File: src/rtl/result_reader_if.sv
// Output stream of the result reader: valid/ready handshake with an 8-bit payload and an end-of-frame marker.
interface result_reader_if;
  logic       oValid;
  logic       iReady;
  logic [7:0] oData;
  logic       oLast;

  modport master (output oValid, output oData, output oLast, input iReady);
  modport slave  (input oValid, input oData, input oLast, output iReady);
endinterface

File: src/rtl/result_reader.sv
// Streams the 1-bit result memory in raster order through a 2-entry skid FIFO; first item 3 cycles after iStart.
// Optional RESULT_READER_PACK_EN packs 8 pixels LSB-first into each byte; otherwise one pixel per item.
module result_reader #(
  parameter int WIDTH_BITS  = 8,
  parameter int HEIGHT_BITS = 8
) (
  input  logic                   clock,
  input  logic                   reset,
  input  logic                   iStart,
  output logic [WIDTH_BITS-1:0]  oResultCol,
  output logic [HEIGHT_BITS-1:0] oResultRow,
  input  logic                   iResultData,
  output logic                   oBusy,
  output logic                   oDone,
  result_reader_if.master        stream
);

  localparam int AW = WIDTH_BITS + HEIGHT_BITS;
  localparam logic [AW-1:0] LAST_ADDR = {AW{1'b1}};

  typedef enum logic [1:0] {IDLE, READ, DRAIN, DONE} state_t;

  state_t        state;
  logic [AW-1:0] rd_addr;
  logic          inflight;
  logic          inflight_last;
  logic [8:0]    fifo_mem [2];
  logic          rd_ptr;
  logic          wr_ptr;
  logic [1:0]    count;
  logic          busy;
  logic          done;

  logic          pop;
  logic          issue;
  logic          push;
  logic [7:0]    push_dat;
  logic [8:0]    head;

`ifdef RESULT_READER_PACK_EN
  logic [2:0]    inflight_idx;
  logic [6:0]    pack_sr;

  // Only the eighth pixel of a group produces a FIFO entry.
  assign push     = inflight && (inflight_idx == 3'd7);
  assign push_dat = {iResultData, pack_sr};
`else
  assign push     = inflight;
  assign push_dat = {7'b0, iResultData};
`endif

  assign head  = fifo_mem[rd_ptr];
  assign pop   = stream.oValid & stream.iReady;
  // An outstanding RAM read is counted as occupied, so a push never lands on a full FIFO.
  assign issue = (state == READ) &&
                 (({1'b0, count} + {2'b0, inflight}) < (3'd2 + {2'b0, pop}));

  assign stream.oValid = (count != 2'd0);
  assign stream.oData  = stream.oValid ? head[7:0] : 8'h00;
  assign stream.oLast  = stream.oValid & head[8];

  assign {oResultRow, oResultCol} = rd_addr;
  assign oBusy = busy;
  assign oDone = done;

  always_ff @(posedge clock) begin
    if (reset) begin
      state         <= IDLE;
      rd_addr       <= '0;
      inflight      <= 1'b0;
      inflight_last <= 1'b0;
      fifo_mem[0]   <= '0;
      fifo_mem[1]   <= '0;
      rd_ptr        <= 1'b0;
      wr_ptr        <= 1'b0;
      count         <= 2'd0;
      busy          <= 1'b0;
      done          <= 1'b0;
`ifdef RESULT_READER_PACK_EN
      inflight_idx  <= 3'd0;
      pack_sr       <= 7'd0;
`endif
    end else begin
      case (state)
        IDLE: begin
          if (iStart) begin
            state   <= READ;
            rd_addr <= '0;
            busy    <= 1'b1;
          end
        end
        READ: begin
          if (issue && (rd_addr == LAST_ADDR)) begin
            state <= DRAIN;
          end
        end
        DRAIN: begin
          if (pop && stream.oLast) begin
            state <= DONE;
            busy  <= 1'b0;
            done  <= 1'b1;
          end
        end
        DONE: begin
          if (iStart) begin
            state   <= READ;
            rd_addr <= '0;
            busy    <= 1'b1;
            done    <= 1'b0;
          end
        end
        default: state <= IDLE;
      endcase

      // The final address is held so the counter never wraps inside a frame.
      if (issue && (rd_addr != LAST_ADDR)) begin
        rd_addr <= rd_addr + 1'b1;
      end

      inflight      <= issue;
      inflight_last <= issue && (rd_addr == LAST_ADDR);
`ifdef RESULT_READER_PACK_EN
      if (issue) begin
        inflight_idx <= rd_addr[2:0];
      end
      if (inflight) begin
        pack_sr <= {iResultData, pack_sr[6:1]};
      end
`endif

      if (push) begin
        fifo_mem[wr_ptr] <= {inflight_last, push_dat};
        wr_ptr           <= ~wr_ptr;
      end
      if (pop) begin
        rd_ptr <= ~rd_ptr;
      end
      count <= count + {1'b0, push} - {1'b0, pop};
    end
  end

endmodule
File: src/flat_wrapper.sv
// flat-port wrapper written by rule: the top's interface ports become plain ports
module result_reader_flat 
#(
  parameter int WIDTH_BITS  = 8,
  parameter int HEIGHT_BITS = 8
)
  (clock, reset, iStart, oResultCol, oResultRow, iResultData, oBusy, oDone, stream_oValid, stream_oData, stream_oLast, stream_iReady);
  result_reader_if stream_i ();
  input  logic clock;
  input  logic reset;
  input  logic iStart;
  output logic [WIDTH_BITS-1:0] oResultCol;
  output logic [HEIGHT_BITS-1:0] oResultRow;
  input  logic iResultData;
  output logic oBusy;
  output logic oDone;
  output wire logic [$bits(stream_i.oValid)-1:0] stream_oValid;
  output wire logic [$bits(stream_i.oData)-1:0] stream_oData;
  output wire logic [$bits(stream_i.oLast)-1:0] stream_oLast;
  input wire logic [$bits(stream_i.iReady)-1:0] stream_iReady;
  assign stream_oValid = stream_i.oValid;
  assign stream_oData = stream_i.oData;
  assign stream_oLast = stream_i.oLast;
  assign stream_i.iReady = stream_iReady;
  result_reader #(.WIDTH_BITS(WIDTH_BITS), .HEIGHT_BITS(HEIGHT_BITS)) u_core (.clock(clock), .reset(reset), .iStart(iStart), .oResultCol(oResultCol), .oResultRow(oResultRow), .iResultData(iResultData), .oBusy(oBusy), .oDone(oDone), .stream(stream_i));
endmodule
File: config.mk
export PLATFORM = sky130hd
export DESIGN_NAME = result_reader_flat
export DESIGN_NICKNAME = d
export VERILOG_FILES = /design/src/rtl/result_reader_if.sv /design/src/rtl/result_reader.sv /design/src/flat_wrapper.sv
export SDC_FILE = /design/constraint.sdc
export NUM_CORES = 1
export LEC_CHECK = 0
export ABC_CLOCK_PERIOD_IN_PS = 2750
export CELL_PAD_IN_SITES_DETAIL_PLACEMENT = 1
export CELL_PAD_IN_SITES_GLOBAL_PLACEMENT = 1
export CORE_UTILIZATION = 38
export CTS_CLUSTER_SIZE = 28
export DETAILED_ROUTE_END_ITERATION = 12
export GPL_TIMING_DRIVEN = 0
export PLACE_DENSITY_LB_ADDON = 0.25
export SLEW_MARGIN = 15
export SYNTH_ARGS = -nofsm -noshare
export SYNTH_HDL_FRONTEND = slang
export SYNTH_SLANG_ARGS = --single-unit
File: constraint.sdc
create_clock -name clock -period 2.75 [get_ports clock]
set_clock_uncertainty 0.1 [all_clocks]
set_input_delay 0.4125 -clock clock [delete_from_list [all_inputs] [get_ports clock]]
set_output_delay 0.4125 -clock clock [all_outputs]
set_load 0.03 [all_outputs]
# == After elaboration in Yosys (flattened, before gate mapping) ==
# Memory sizes are Yosys's and may differ from the RTL's. A register that Yosys moved wholly into a read port is not among the register bits.
# Index checks and enable logic that the tools add are counted.
# W data, S select, Z words.
# classes
addsub,5
order_cmp,1
n_eq_ne,9
muxes,24
n_bitwise,4
reduce_logical,16
# ops
op,n
$mux W16,3
$add A16 B1 Y16 const B,1
$eq A16 B16 Y1 const B,1
$ne A16 B16 Y1 const B,1
$mux W1,13
$reduce_bool A2 Y1,5
$reduce_and A3 Y1,3
$mux W2,4
$mux W8,1
$pmux W2 S3,1
$eq A2 B2 Y1 const B,2
$logic_and A1 B1 Y1,4
$ne A2 B1 Y1 const B,2
$ne A2 B2 Y1 const B,2
$pmux W1 S2,2
$reduce_or A2 Y1,2
$add A2 B1 Y3,1
$add A2 B1 Y3 const A,1
$lt A3 B3 Y1,1
$add A2 B1 Y2,1
$and A1 B1 Y1,2
$eq A2 B1 Y1 const B,1
$logic_not A2 Y1,1
$not A1 Y1,2
other kinds (2),2
# totals
ff_bits,26
mem_bits_rw,4
input_bits,5
out_inout_bits,28
wordCells,69
n_memories,1
# mem_list
memory,words,word_bits,read_ports,rd_clocked_by_memory_dff,wr,line_no,source
u_core.fifo_mem,2,2,1,1,2,result_reader.sv:27,logic [8:0] fifo_mem [2];

# == Longest topological paths before layout ==
# depth
ltp_word,8
mapped_depth,8
depth_no_buf,8

# == Worst setup path after synthesis ==
# No wires, ideal clock.
# synth_timing
path_kind,register to register
startpoint,register u_core.rd_addr[0]
endpoint,register u_core.rd_addr[8]
setup_ps,79
arrival_ps,2148
required_time_ps,2571
path_slack_ps,423
stages_incl_launch_ff,8
n_path_buf,1
synth_period_minus_slack_ps,2327
path_cell_list,dfxtp_1 -> ha_1 -> nand4_1 -> or4_4 -> a21boi_4 -> buf_6 -> nor2_2 -> a211oi_2
# synth_via
elab_chain_len,4
elab_cells_between_ends,7
cone_classes,add/sub (1); eq/ne (1); mux (1); reduce/logical (4)
# synth_lines
item,line_no,source
start: declaration,result_reader.sv:24,logic [AW-1:0] rd_addr;
start signal: assignment,result_reader.sv:117,rd_addr <= rd_addr + 1'b1;
"parallel branches: the longest is 4 deep, another holds $add A16 B1 Y16",--,
# Several ways; the timed one is not identified.
# A chain may end at the register's enable or synchronous reset.

# == Worst setup path in the final report ==
# layout_timing
startpoint,register u_core.count[0]
endpoint,register u_core.rd_addr[5]
# layout_via
elab_chain_len,8
elab_cells_between_ends,11
cone_classes,add/sub (2); order compare (1); mux (1); bitwise (1); reduce/logical (6)
# layout_lines
item,line_no,source
start: declaration,result_reader.sv:30,logic [1:0] count;
start signal: assignment,result_reader.sv:138,"count <= count + {1'b0, push} - {1'b0, pop};"
$reduce_bool A2 Y1,result_reader.sv:58,assign stream.oValid = (count != 2'd0);
$and A1 B1 Y1,result_reader.sv:53,assign pop = stream.oValid & stream.iReady;
$add A2 B1 Y3,result_reader.sv:56,"(({1'b0, count} + {2'b0, inflight}) < (3'd2 + {2'b0, pop}));"
$lt A3 B3 Y1 (*),result_reader.sv:56,
$logic_and A1 B1 Y1 (*),result_reader.sv:55,assign issue = (state == READ) &&
$logic_and A1 B1 Y1 (*),result_reader.sv:116,if (issue && (rd_addr != LAST_ADDR)) begin
$reduce_bool A2 Y1 (no line),--,
$reduce_and A2 Y1 (no line),--,
# Mark *: on every way between the ends. The rest lies on a longest branch, timed or not.

==> results.toml <==
[critical_path]
critPathBufInv = 1
regToRegSetupSlack_ps = 270
slowest_delay_ps = 360
cp-start-kind = "flop"
cp_data_arrival_time_ps = 2590
crit_fanout = 10
cpMaxStageDelayCell = "nor2_2"
path_delay_family = "simple AND/OR/NAND/NOR gates"
cpMostUsedCell = "ha_1"
r2r_start = "u_core.count[0]$_SDFF_PP0_"
reg2regPathDepth = 8
reg2reg_to = "u_core.rd_addr[5]$_SDFFE_PP0P_"
cp-end-kind = "flop"
crit_type = "flop to flop"
crit_chain = "ha_1 > ha_1 > nor3b_1 > a21oi_2 > nor2_2 > clkbuf_2 > a21oi_1 > a211oi_1"
required_ps = 2860

[sta]
finalMaxSlewViolations = 0
min_period_ps = 2480
setup_tns_ps = 0
min_period_over_period = 0.901
slew_headroom = 0.621
rsz0062_at_grt = "no"
tightest_slew_ps = 569
fmax_mhz = 403
setup_viol = 0
finalHoldViolations = 0

[drt]
dr.pass1.iters = 4
route.detailed.drc = 0
wl_per_cell_um = 14.8
vias_per_cell = 5.44
drtIter0Drc = 69
ant_nets = 0
wirelength_um = 4280
num_vias = 1572

[worst_hold_path]
holdPathEnd = "u_core.oDone$_SDFFE_PP0P_"
whs_path_depth = 2
hold_class = "flop to flop"
hold_start = "u_core.oDone$_SDFFE_PP0P_"

[cts]
cts_made_buffers = 5
tritoncts = "done"
htree_levels = 2
clk_latency_ps = 290
ctsLongestPathBuffers = 2
clk_pin_slew_ps = 70
hold_buffers = 0
cts_sinks = 31
postCtsSetupBuffers = 0
root_buffer = "clkbuf_8"

[synth]
avgSynthCellArea_um2 = 8.50
postSynth.asyncResetShare = 0
netlist_area_um2 = 1700
yosysTopAreaCellShare = 0.318
ys_ff_latch = 31
ys_seq_area_frac = 0.389
yosysTopAreaCell = "dfxtp_1"
synth_area_leaders = "dfxtp_1, edfxtp_1, a21oi_1"
synth_edf_count = 4
synth_flop_cell = "dfxtp_1"
ys_types = 46
netlist_instances = 200
ys.warnings.count = 0

[cells_and_area]
area_growth_pct = 26.3
fin_nets = 251
layout-drive-gt1-share = 0.121
stdcell_count = 289
final_common_cell = "dfxtp_1"
diodes = 0
layout_common_cells = "dfxtp_1, clkdlybuf4s50_1, a21oi_1, nor2_1, nand2_1"

[floorplan]
fp-row-count = 23
pin_count = 33
core_area_um2 = 4140
dieHeight_um = 68.9
die_w_um = 68.9
start_util = 0.410
fp.dieArea_um2 = 4750

[grt]
grt_pass1_vias = 1495
track_usage = 0.205
grt_pass1_wl_um = 7010
grt_start_max_net_pins = 11
overflow = 0
antenna_found_initial = 0

[pwr]
power.density_nw_per_um2 = 814
ir_worst_vdd_mv = 0.257
p_leak_nw = 0.804

[outcome]
status = "completed"

[place]
place_hpwl_um = 3140
port-buffer-count = 25
place.gp.congestion = 0.800
dp_cells = 281

[flow_run]
maxCapViolCount = 0
## power by group
part           switching, mW  leakage [nW]  internal, mW
Sequential            0.0558         0.261         0.523
Combinational          0.445         0.487         0.276
Clock                  0.184        0.0556         0.265
## synthesized netlist by cell type (2+ instances only)
master    count
clkbuf_1      3
nor3b_1       2
a21oi_1      20
or3_1         5
nor2_1       17
inv_1        11
dfxtp_1      27
and4_1        2
nand2b_1      5
a211oi_1      4
nand4_1       5
o221ai_1      2
buf_4         7
or4_1         2
nand2_1      15
xnor2_1       2
mux2i_1       2
a211oi_2      2
nor2_2        2
a31oi_1       4
o21ai_0       8
ha_1          8
or2_2         2
nand3_1      12
nor3_1        7
edfxtp_1      4
## stage by stage
step            util  worst slack (ps)  power [mW]  hold slack [ps]  area (um2)
6_report       0.518               272        1.75              377        2150
5_1_grt        0.518              81.2        1.87              400        2150
4_1_cts        0.518               126        1.76              381        2150
3_5_place_dp   0.491             -57.8        1.31              370        2040
3_3_place_gp   0.491             -52.8        1.29              354        2040
2_1_floorplan      -               423        1.10              344        1720
## layout make-up
| class | instances | area, um2 |
|---|---|---|
| Buffer | 12 | 80.1 |
| Clock buffer | 5 | 68.8 |
| Clock inverter | 3 | 38.8 |
| Fill cell | 517 | 2000 |
| Inverter | 11 | 41.3 |
| Multi-Input combinational cell | 152 | 945 |
| Sequential cell | 31 | 661 |
| Tap cell | 50 | 62.6 |
| Timing Repair Buffer | 25 | 250 |
## timing repair
item                       4_1_cts  5_1_grt
setup endpoints to repair        1        6
resized for setup                1        2
hold endpoints to repair         0        0
## kinds of logic after synthesis
logic type	synth area share
buffers and inverters	0.0706
other	0.00221
AOI/OAI and AO/OA	0.182
adders and majority gates	0.0589
muxes	0.0118
xor gates and xnor gates	0.0155
DFF	0.389
and+or+nand+nor	0.270
## tightest hold or removal path, stage by stage (launching register included)
cell	delay, ps
dfxtp_1	320
nand2_1	60
a21oi_1	50
## flip-flops by register name (all words and copies together) (netlist names), named ones only
register	flops
u_core.count	2
u_core.oBusy	1
u_core.rd_addr	16
u_core.state	2
u_core.fifo_mem	4
u_core.inflight_last	1
u_core.rd_ptr	1
u_core.oDone	1
u_core.inflight	1
u_core.wr_ptr	1
## metal layers
metal / wire [um] / global-route usage / vias to the layer above
met5: 0 / 0 / -
met3: 189 / 0.0493 / 5
met2: 2060 / 0.337 / 30
met4: 69 / 0.0765 / 0
met1: 1970 / 0.258 / 747
li1: - / - / 790
## how the worst max path moves through the flow
stage	startpoint	endpoint	slack, ps	cells after the start
after floorplan	u_core.rd_addr[0]$_SDFFE_PP0P_	u_core.rd_addr[8]$_SDFFE_PP0P_	420	7
after global placement	stream_iReady	u_core.rd_addr[5]$_SDFFE_PP0P_	-50	8
after detailed placement	stream_iReady	u_core.rd_addr[8]$_SDFFE_PP0P_	-60	8
after CTS	u_core.count[0]$_SDFF_PP0_	u_core.rd_addr[8]$_SDFFE_PP0P_	130	8
after global routing	u_core.count[0]$_SDFF_PP0_	u_core.rd_addr[8]$_SDFFE_PP0P_	80	8
final	u_core.count[0]$_SDFF_PP0_	u_core.rd_addr[5]$_SDFFE_PP0P_	270	8
No activity file was read; power rests on OpenSTA's default activity.
